`config.mk`:
```
export PLATFORM = sky130hd
export DESIGN_NAME = dz_scan_driver
export DESIGN_NICKNAME = d
export VERILOG_FILES = /design/src/rtl/dz_pkg.sv /design/src/rtl/dz_glyph_rom.sv /design/src/rtl/dz_scan_driver.sv
export SDC_FILE = /design/constraint.sdc
export NUM_CORES = 1
export LEC_CHECK = 0
export CAP_MARGIN = 20
export CORE_UTILIZATION = 35
export DETAILED_ROUTE_END_ITERATION = 7
export GPL_TIMING_DRIVEN = 0
export PLACE_DENSITY = 0.58
export SLEW_MARGIN = 20
export SYNTH_ARGS = -nofsm -noshare
export SYNTH_HDL_FRONTEND = slang
export SYNTH_SLANG_ARGS = --single-unit
```
`constraint.sdc`:
```
create_clock -name clk -period 4.2 [get_ports clk]
set_input_delay 0.63 -clock clk [delete_from_list [all_inputs] [get_ports clk]]
set_output_delay 0.63 -clock clk [all_outputs]
set_load 0.005 [all_outputs]
```
`src/rtl/dz_pkg.sv`:
```
// Shared constants for the dot-matrix scan driver: glyph bitmaps, colour encoding, row count.
package dz_pkg;

  localparam int unsigned ROWS = 8;

  typedef enum logic [1:0] {
    OFF,
    RED,
    GREEN,
    YELLOW
  } colour_e;

  // Digits 0-4, rows top to bottom, bit 7 = leftmost column.
  localparam logic [7:0] GLYPH [0:4][0:7] = '{
    '{8'h3C, 8'h66, 8'h6E, 8'h76, 8'h66, 8'h66, 8'h3C, 8'h00},
    '{8'h18, 8'h38, 8'h18, 8'h18, 8'h18, 8'h18, 8'h3C, 8'h00},
    '{8'h3C, 8'h66, 8'h06, 8'h0C, 8'h30, 8'h60, 8'h7E, 8'h00},
    '{8'h3C, 8'h66, 8'h06, 8'h1C, 8'h06, 8'h66, 8'h3C, 8'h00},
    '{8'h0C, 8'h1C, 8'h3C, 8'h6C, 8'h7E, 8'h0C, 8'h0C, 8'h00}
  };

  function automatic colour_e colour_of(logic [2:0] n);
    colour_e c;
    case (n)
      3'd0, 3'd1: c = RED;
      3'd2:       c = YELLOW;
      3'd3, 3'd4: c = GREEN;
      default:    c = OFF;
    endcase
    return c;
  endfunction

endpackage

```
`src/rtl/dz_glyph_rom.sv`:
```
// Combinational glyph lookup: (digit, row) -> column pattern; digits above 4 are blank.
module dz_glyph_rom
  import dz_pkg::*;
(
  input  logic [2:0] num_i,
  input  logic [2:0] row_idx_i,
  output logic [7:0] pat_o
);

  always_comb begin
    pat_o = 8'h00;
    if (num_i <= 3'd4) begin
      pat_o = GLYPH[num_i][row_idx_i];
    end
  end

endmodule

```
`src/rtl/dz_scan_driver.sv`:
```
// Row-multiplexed 8x8 red/green digit display; the shown value is latched only at frame ends.
// Optional blinking of digit 0 is enabled by defining DZ_BLINK_EN.
module dz_scan_driver
  import dz_pkg::*;
#(
  parameter int unsigned SCAN_DIV     = 1,
  parameter int unsigned BLINK_FRAMES = 32
) (
  input  logic       clk,
  input  logic       rst,
  input  logic [2:0] num,
  output logic [7:0] row,
  output logic [7:0] colr,
  output logic [7:0] colg
);

  localparam logic [7:0] DivLast = 8'(SCAN_DIV - 1);

  logic [7:0] div_q, div_d;
  logic [2:0] row_idx_q, row_idx_d;
  logic [2:0] num_lat_q, num_lat_d;
  logic [7:0] row_q, row_d;
  logic [7:0] colr_q, colr_d;
  logic [7:0] colg_q, colg_d;
  logic [7:0] pat;
  logic       row_step;
  logic       frame_end;
  logic       blank;
  colour_e    colour;

  assign row_step  = (div_q == DivLast);
  assign frame_end = row_step && (row_idx_q == 3'(ROWS - 1));
  assign colour    = colour_of(num_lat_q);

  dz_glyph_rom u_rom (
    .num_i     (num_lat_q),
    .row_idx_i (row_idx_q),
    .pat_o     (pat)
  );

`ifdef DZ_BLINK_EN
  localparam int unsigned FrmW = (BLINK_FRAMES > 1) ? $clog2(BLINK_FRAMES) : 1;
  localparam logic [FrmW-1:0] FrmLast = FrmW'(BLINK_FRAMES - 1);

  logic [FrmW-1:0] frm_q, frm_d;
  logic            blink_off_q, blink_off_d;

  always_comb begin
    frm_d       = frm_q;
    blink_off_d = blink_off_q;
    if (frame_end) begin
      if (frm_q == FrmLast) begin
        frm_d       = '0;
        blink_off_d = ~blink_off_q;
      end else begin
        frm_d = frm_q + 1'b1;
      end
      // A non-zero digit always starts its frame visible.
      if (num != 3'd0) begin
        blink_off_d = 1'b0;
      end
    end
  end

  always_ff @(posedge clk) begin
    if (rst) begin
      frm_q       <= '0;
      blink_off_q <= 1'b0;
    end else begin
      frm_q       <= frm_d;
      blink_off_q <= blink_off_d;
    end
  end

  assign blank = (num_lat_q == 3'd0) && blink_off_q;
`else
  logic unused_blink_cfg;
  assign unused_blink_cfg = ^BLINK_FRAMES;
  assign blank = 1'b0;
`endif

  always_comb begin
    div_d     = div_q + 8'd1;
    row_idx_d = row_idx_q;
    num_lat_d = num_lat_q;
    if (row_step) begin
      div_d     = 8'd0;
      row_idx_d = row_idx_q + 3'd1;
    end
    if (frame_end) begin
      num_lat_d = num;
    end

    // Row select and columns share one register stage so they never disagree.
    row_d  = ~(8'd1 << row_idx_q);
    colr_d = 8'h00;
    colg_d = 8'h00;
    unique case (colour)
      RED:    colr_d = pat;
      GREEN:  colg_d = pat;
      YELLOW: begin
        colr_d = pat;
        colg_d = pat;
      end
      default: ;
    endcase
    if (blank) begin
      colr_d = 8'h00;
      colg_d = 8'h00;
    end
  end

  always_ff @(posedge clk) begin
    if (rst) begin
      div_q     <= 8'd0;
      row_idx_q <= 3'd0;
      num_lat_q <= num;
      row_q     <= 8'hFF;
      colr_q    <= 8'h00;
      colg_q    <= 8'h00;
    end else begin
      div_q     <= div_d;
      row_idx_q <= row_idx_d;
      num_lat_q <= num_lat_d;
      row_q     <= row_d;
      colr_q    <= colr_d;
      colg_q    <= colg_d;
    end
  end

  assign row  = row_q;
  assign colr = colr_q;
  assign colg = colg_q;

endmodule

```
==> results of run 1 <==
routing by layer:
| metal | vias up | GRT usage (%) |
|---|---|---|
| met3 | 5 | 4.47 |
| met1 | 528 | 18.7 |
| met4 | 0 | 5.33 |
| met2 | 34 | 20.5 |
| met5 | - | 0 |
| li1 | 662 | - |
final cells by class:
class | instances | area [sq um] | share of cell area [%]
Inverter | 9 | 33.8 | 1.64
Buffer | 14 | 76.3 | 3.69
Tap cell | 52 | 65.1 | 3.15
Clock buffer | 6 | 93.8 | 4.54
Multi-Input combinational cell | 123 | 807 | 39.1
Clock inverter | 2 | 38.8 | 1.88
Timing Repair Buffer | 24 | 240 | 11.6
Sequential cell | 34 | 711 | 34.4
sequential cells by signal, summed over array words and instances, names as in the netlist:
register / count
num_lat_q: 3
colr: 6
div_q: 8
colg: 6
row: 8
row_idx_q: 3
layout by cell type (no fill, tap or decap), types with 2 or more instances in the layout:
| cell type | Yosys | routed |
|---|---|---|
| buf_4 | 5 | 5 |
| conb_1 | 1 | 4 |
| nand2b_1 | 4 | 4 |
| nand2_1 | 13 | 13 |
| nor3_1 | 11 | 11 |
| o21ai_0 | 6 | 6 |
| clkdlybuf4s50_1 | 0 | 24 |
| clkbuf_8 | 0 | 5 |
| a21oi_1 | 2 | 2 |
| nor2_1 | 25 | 25 |
| edfxtp_1 | 3 | 3 |
| nand3_1 | 4 | 4 |
| a211oi_1 | 9 | 9 |
| buf_2 | 4 | 4 |
| xor2_1 | 3 | 3 |
| dfxtp_1 | 31 | 31 |
| clkbuf_1 | 5 | 5 |
| xnor2_1 | 4 | 4 |
| ha_1 | 14 | 14 |
| nor2b_1 | 5 | 5 |
| inv_1 | 9 | 9 |
| mux2i_1 | 2 | 2 |
worst reg2reg max path, cell delays in order, from the launching register on:
cell and delay (ns):
edfxtp_1 0.47, inv_1 0.14, ha_1 0.15, clkbuf_1 0.30, nor3_1 0.10, or3_1 0.31
clkbuf_1 0.19, a211oi_1 0.24
cell families (layout without fill, tap and decap cells):
group                      after synthesis  in the layout  share of synthesized area, %
AOI/OAI and AO/OA                       26             26                          11.2
xor gates and xnor gates                 7              7                          3.79
adders and majority gates               14             14                          10.8
buffers and inverters                   23             55                          6.81
DFF                                     34             34                          44.0
muxes                                    2              2                          1.24
other                                    1              4                         0.232
and+or+nand+nor                         70             70                          21.9
final timing paths:
kind,startpoint,slack [ns],depth (start not counted),to
worst min register to register,div_q[0],0.46,1,div_q[0]
worst max-delay path,num_lat_q[1],2.23,7,colr[6]
worst min-delay path,div_q[0],0.46,1,div_q[0]
worst max register to register,num_lat_q[1],2.23,7,colr[6]
power breakdown:
part           internal, mW  leakage, nW  switching, mW
Clock                 0.214       0.0665          0.126
Combinational        0.0494        0.476         0.0552
Sequential            0.340        0.282        0.00722
stage by stage:
stage / cell area, sq um / hold slack, ns
after floorplan: 1630 / 0.430
after global placement: 1930 / 0.444
after detailed placement: 1930 / 0.454
after CTS: 2070 / 0.472
after global routing: 2070 / 0.497
final: 2070 / 0.464
==> results.md, run 1 <==
- Met2 wire len: 1.30 mm
- Initial Utilization: 36.9%
- Crit path largest cell delay: 0.47 ns
- Post-CTS Setup Repair Bufs: 0
- H-tree depth: 2
- WL/cell: 11.2 microns
- EDFF count, synth: 3
- Met3 WL: 134 microns
- Initial antenna violation count: 0
- Max Clk Rate: 506 MHz
- Clock skew: 0.0105 ns
- Synthesized cell area: 1620 sq um
- CTS root buffer: clkbuf_8
- VDD IR max: 0.161 mV
- Top_reg_cell synth: dfxtp_1
- Worst slew pin tran: 0.573 ns
- Top post-synthesis cells by count: 31 x dfxtp_1, 25 x nor2_1, 14 x ha_1
- Crit path buffers/inverters: 3
- Clk sinks: 34
- Outcome: finished, final reports clean
- Setup tns final: 0 ns
- Sequential cell area fraction in the yosys report: 44.0%
- Met1 Wirelength: 1.48 mm
- I/O pin cnt: 29
- DR DRC count: 0
- Die H: 70.0 microns
- Layout cells sized above 1: 9.91%
- Drt total wl: 2.97 mm
- Post-CTS sizing: 0
- Synth top area share: 38.4%
- Detail Placement HPWL: 2.16 mm
- Total global-route track usage: 13.9%
- Hold Buf Count CTS: 0
- Antenna diode count: 0
- Clock transition at path regs: 0.07 ns
- DRT Pass-1 Iters: 4
- CP Launch Type: register
- Tcrit/Tclk final: 47.0%
- Slowest CP cell: edfxtp_1
- Worst EP arrival: 2.18 ns
- Static Leak: 0.824 nW
- Crit-path cells: inv_1, ha_1, clkbuf_1, nor3_1, or3_1, clkbuf_1, a211oi_1
- Longest Clk Path Bufs: 2
- Drt first-iter violations: 76
- Post-placement cell count: 256
- Min cycle time layout: 1.97 ns
- Worst slew margin: 60.8%
- Max Cap Viol: 0
- Top Layer Used: met4
- CTS tree: yes
- Synthesis warning total: 0
- Worst skew pair latency: 0.29 ns
- Crit Path Category: reg2reg
- Total power draw: 0.792 mW
- Post-DR vias/cell: 4.66
- Synth Register Bits: 34
- Async set-reset flop share out of synthesis: 0%
- Cell with the most instances after synthesis: dfxtp_1
- Die X: 70.0 microns
- Endpoints failing setup: 0
- Die Area: 4890 sq um
- Worst-path fanout max: 9
- Hold Path Class: reg2reg
- Area contributors post-synth: dfxtp_1 38%, ha_1 11%, nor2_1 5.8%
- Fin worst setup slack: 2.23 ns
- Std cell rows: 24
- Post-synthesis instance total: 177
- Pin count of the biggest net entering global routing: 13
- Critical Path End Type: register
- Required @ worst endpoint: 4.41 ns
- CP top delay family: buffers and inverters
- Final #Nets: 230
- PD cells: 384 nW/um^2
- Number of port buffers: 24
- Gr ovfl total: 0
- CTS buffer count: 5
- Syn avg cell area: 9.13 sq um
- RSZ-0062 raised after global routing: no
- # fillers: 425
- Routed vias: 1229
- P&R area growth vs syn: 27.8%
- Number of global-route vias before repair: 1118
- Final Core Density: 47.1%
- Pre-CTS setup slack: 2.18 ns
- Synth area leader: dfxtp_1
- CP most frequent cell: clkbuf_1
- GPL Wtd Cong: 0.858
- Final hold vios: 0
- First-pass GRT wire length: 5.35 mm
- Core area: 4380 sq um
- Synth unique cells: 37
- Final ANT Viol Nets: 0
- Non-Filler Instances: 264
- Max-slew violations: 0
(Power assumes the default switching activity.)
==> run 2: changes to the inputs <==
Settings changed: PLACE_DENSITY 0.58 to 0.6.
Clock period 4.2 ns to 1.8 ns, I/O delays scaled along.
==> run 2 against run 1 <==
Net effect: critical path depth is the same; first-iteration DRC count shrank 7.9%; combinational power grew to 2.5 times the previous value; flip-flop and latch count did not move; via count rose by 7.6%; clock skew shrank 0.0068 ns; sequential power grew 130%; cell count increased by 1.5%; setup slack got worse by 2.1 ns; die area unchanged; clock power rose by 74%; critical path type unchanged; critical endpoint is now row_idx_q[1].
==> results.md, run 2 (synthesis results as in run 1) <==
- Outcome: finished, final reports clean
- Worst-path fanout max: 4 (-5)
- Max Clk Rate: 599 MHz (+18%)
- CP Launch Type: register
- Number of port buffers: 24 (unchanged)
- Critical path origin: div_q[1]
- Pin count of the biggest net entering global routing: 12 (-1)
- Flop2flop setup slack: 0.13 ns (-2.09 ns)
- Worst skew pair latency: 0.28 ns (about the same)
- Pre-CTS setup slack: -0.165 ns (-2.34 ns)
- Initial antenna violation count: 0 (unchanged)
- Core area: 4380 sq um (unchanged)
- Total global-route track usage: 13.8% (-0.035 points)
- Die H: 70.0 microns (unchanged)
- Longest Clk Path Bufs: 2 (unchanged)
- Antenna diode count: 0 (unchanged)
- Crit Path Category: reg2reg
- Commonest non-fill, non-tap cells in the layout: 29 x dfxtp_1, 25 x nor2_1, 24 x clkdlybuf4s50_1, 13 x nand2_1
- Clk sinks: 34 (unchanged)
- Worst EP arrival: 1.83 ns (-0.35 ns)
- Clock transition at path regs: 0.07 ns (about the same)
- Hold Buf Count CTS: 0 (unchanged)
- Worst hold start: div_q[0]
- Clock skew: 0.00365 ns (-0.00682 ns)
- First-pass GRT wire length: 5.40 mm (+1.0%)
- Die X: 70.0 microns (unchanged)
- Drt first-iter violations: 70 (-7.9%)
- Required @ worst endpoint: 1.96 ns (-2.45 ns)
- Max Cap Viol: 0 (unchanged)
- Detail Placement HPWL: 2.19 mm (+1.4%)
- Std cell rows: 24 (unchanged)
- DR DRC count: 0 (unchanged)
- Post-DR vias/cell: 4.93 (+6.0%)
- GPL Wtd Cong: 0.871 (+1.4%)
- DRT Pass-1 Iters: 4 (unchanged)
- P&R area growth vs syn: 31.0%
- Total power draw: 1.66 mW (+110%)
- WL/cell: 11.5 microns (+2.5%)
- Drt total wl: 3.09 mm (+4.0%)
- Initial Utilization: 36.9% (unchanged)
- Final #Nets: 234 (+1.7%)
- RSZ-0062 raised after global routing: no
- Gr ovfl total: 0 (unchanged)
- CTS buffer count: 5 (unchanged)
- CTS root buffer: clkbuf_8
- PD cells: 785 nW/um^2 (+100%)
- Static Leak: 0.848 nW (+2.9%)
- Critical Path End Type: register
- Dpl cell area: 1930 sq um (unchanged)
- Fin worst setup slack: 0.131 ns (-2.09 ns)
- Number of global-route vias before repair: 1207 (+8.0%)
- Hold Path Class: reg2reg
- Fin area: 2120 sq um (+2.5%)
- Final hold vios: 0 (unchanged)
- Min cycle time layout: 1.67 ns (-0.306 ns)
- Commonest non-fill, non-tap cell in the layout: dfxtp_1
- Layout cells sized above 1: 18.5% (+8.6 points)
- CTS tree: yes
- Die Area: 4890 sq um (unchanged)
- Tcrit/Tclk final: 92.7% (+46 points)
- RR Startpoint: div_q[1]
- Final ANT Viol Nets: 0 (unchanged)
- Endpoints failing setup: 0 (unchanged)
- H-tree depth: 2 (unchanged)
- I/O pin cnt: 29 (unchanged)
- VDD IR max: 0.371 mV (+130%)
- Max-slew violations: 0 (unchanged)
- Routed vias: 1322 (+7.6%)
[run 2: final timing paths]
check,to,depth (start not counted)
max,row_idx_q[1],7
min,div_q[0],2
max reg2reg,row_idx_q[1],7
min reg2reg,div_q[0],2
[run 2: power breakdown]
part / switching (mW) / internal, mW / total [mW] / leakage, nW
Clock: 0.281 / 0.308 / 0.590 / 0.0515
Combinational: 0.139 / 0.125 / 0.264 / 0.513
Sequential: 0.0152 / 0.794 / 0.809 / 0.283
[run 2: what timing repair did]
item	4_1_cts	5_1_grt
pin swaps	1	2
resized for setup	5	13
endpoints found under the setup margin	11	22
hold endpoints to repair	0	0
buffers inserted	3	3
[run 2: metal layers]
layer	vias to the layer above	part of all wire (%)	GRT usage, %
li1	672	-	-
met1	588	46	17.6
met2	56	46	21.4
met3	6	6.3	4.91
met4	0	1.7	5.33
met5	-	0	0
[run 2: final cells by class]
class / instances / area (sq um)
buffer: 12 / 71.3
clock buffer: 6 / 82.6
clock inverter: 2 / 11.3
fill: 428 / 2270
inverter: 9 / 33.8
multi-input combinational: 123 / 856
sequential: 34 / 713
tap: 52 / 65.1
timing repair buffer: 30 / 285
[run 2: per-stage QoR]
stage	setup TNS, ns	utilization, %	std cells	hold slack, ns
floorplan	0	-	180	0.369
CTS	-0.00488	46.9	266	0.504
detailed placement	-0.768	44.1	256	0.456
finish	0	48.3	268	0.515
global placement	-0.896	44.1	256	0.442
global route	0	48.3	268	0.540
[run 2: critical path: stages (launching register included)]
cell     delay [ns]
dfxtp_2        0.33
inv_2          0.06
ha_4           0.11
or4b_4         0.46
nor4_4         0.18
buf_4          0.18
mux2i_1        0.18
nor2_1         0.05
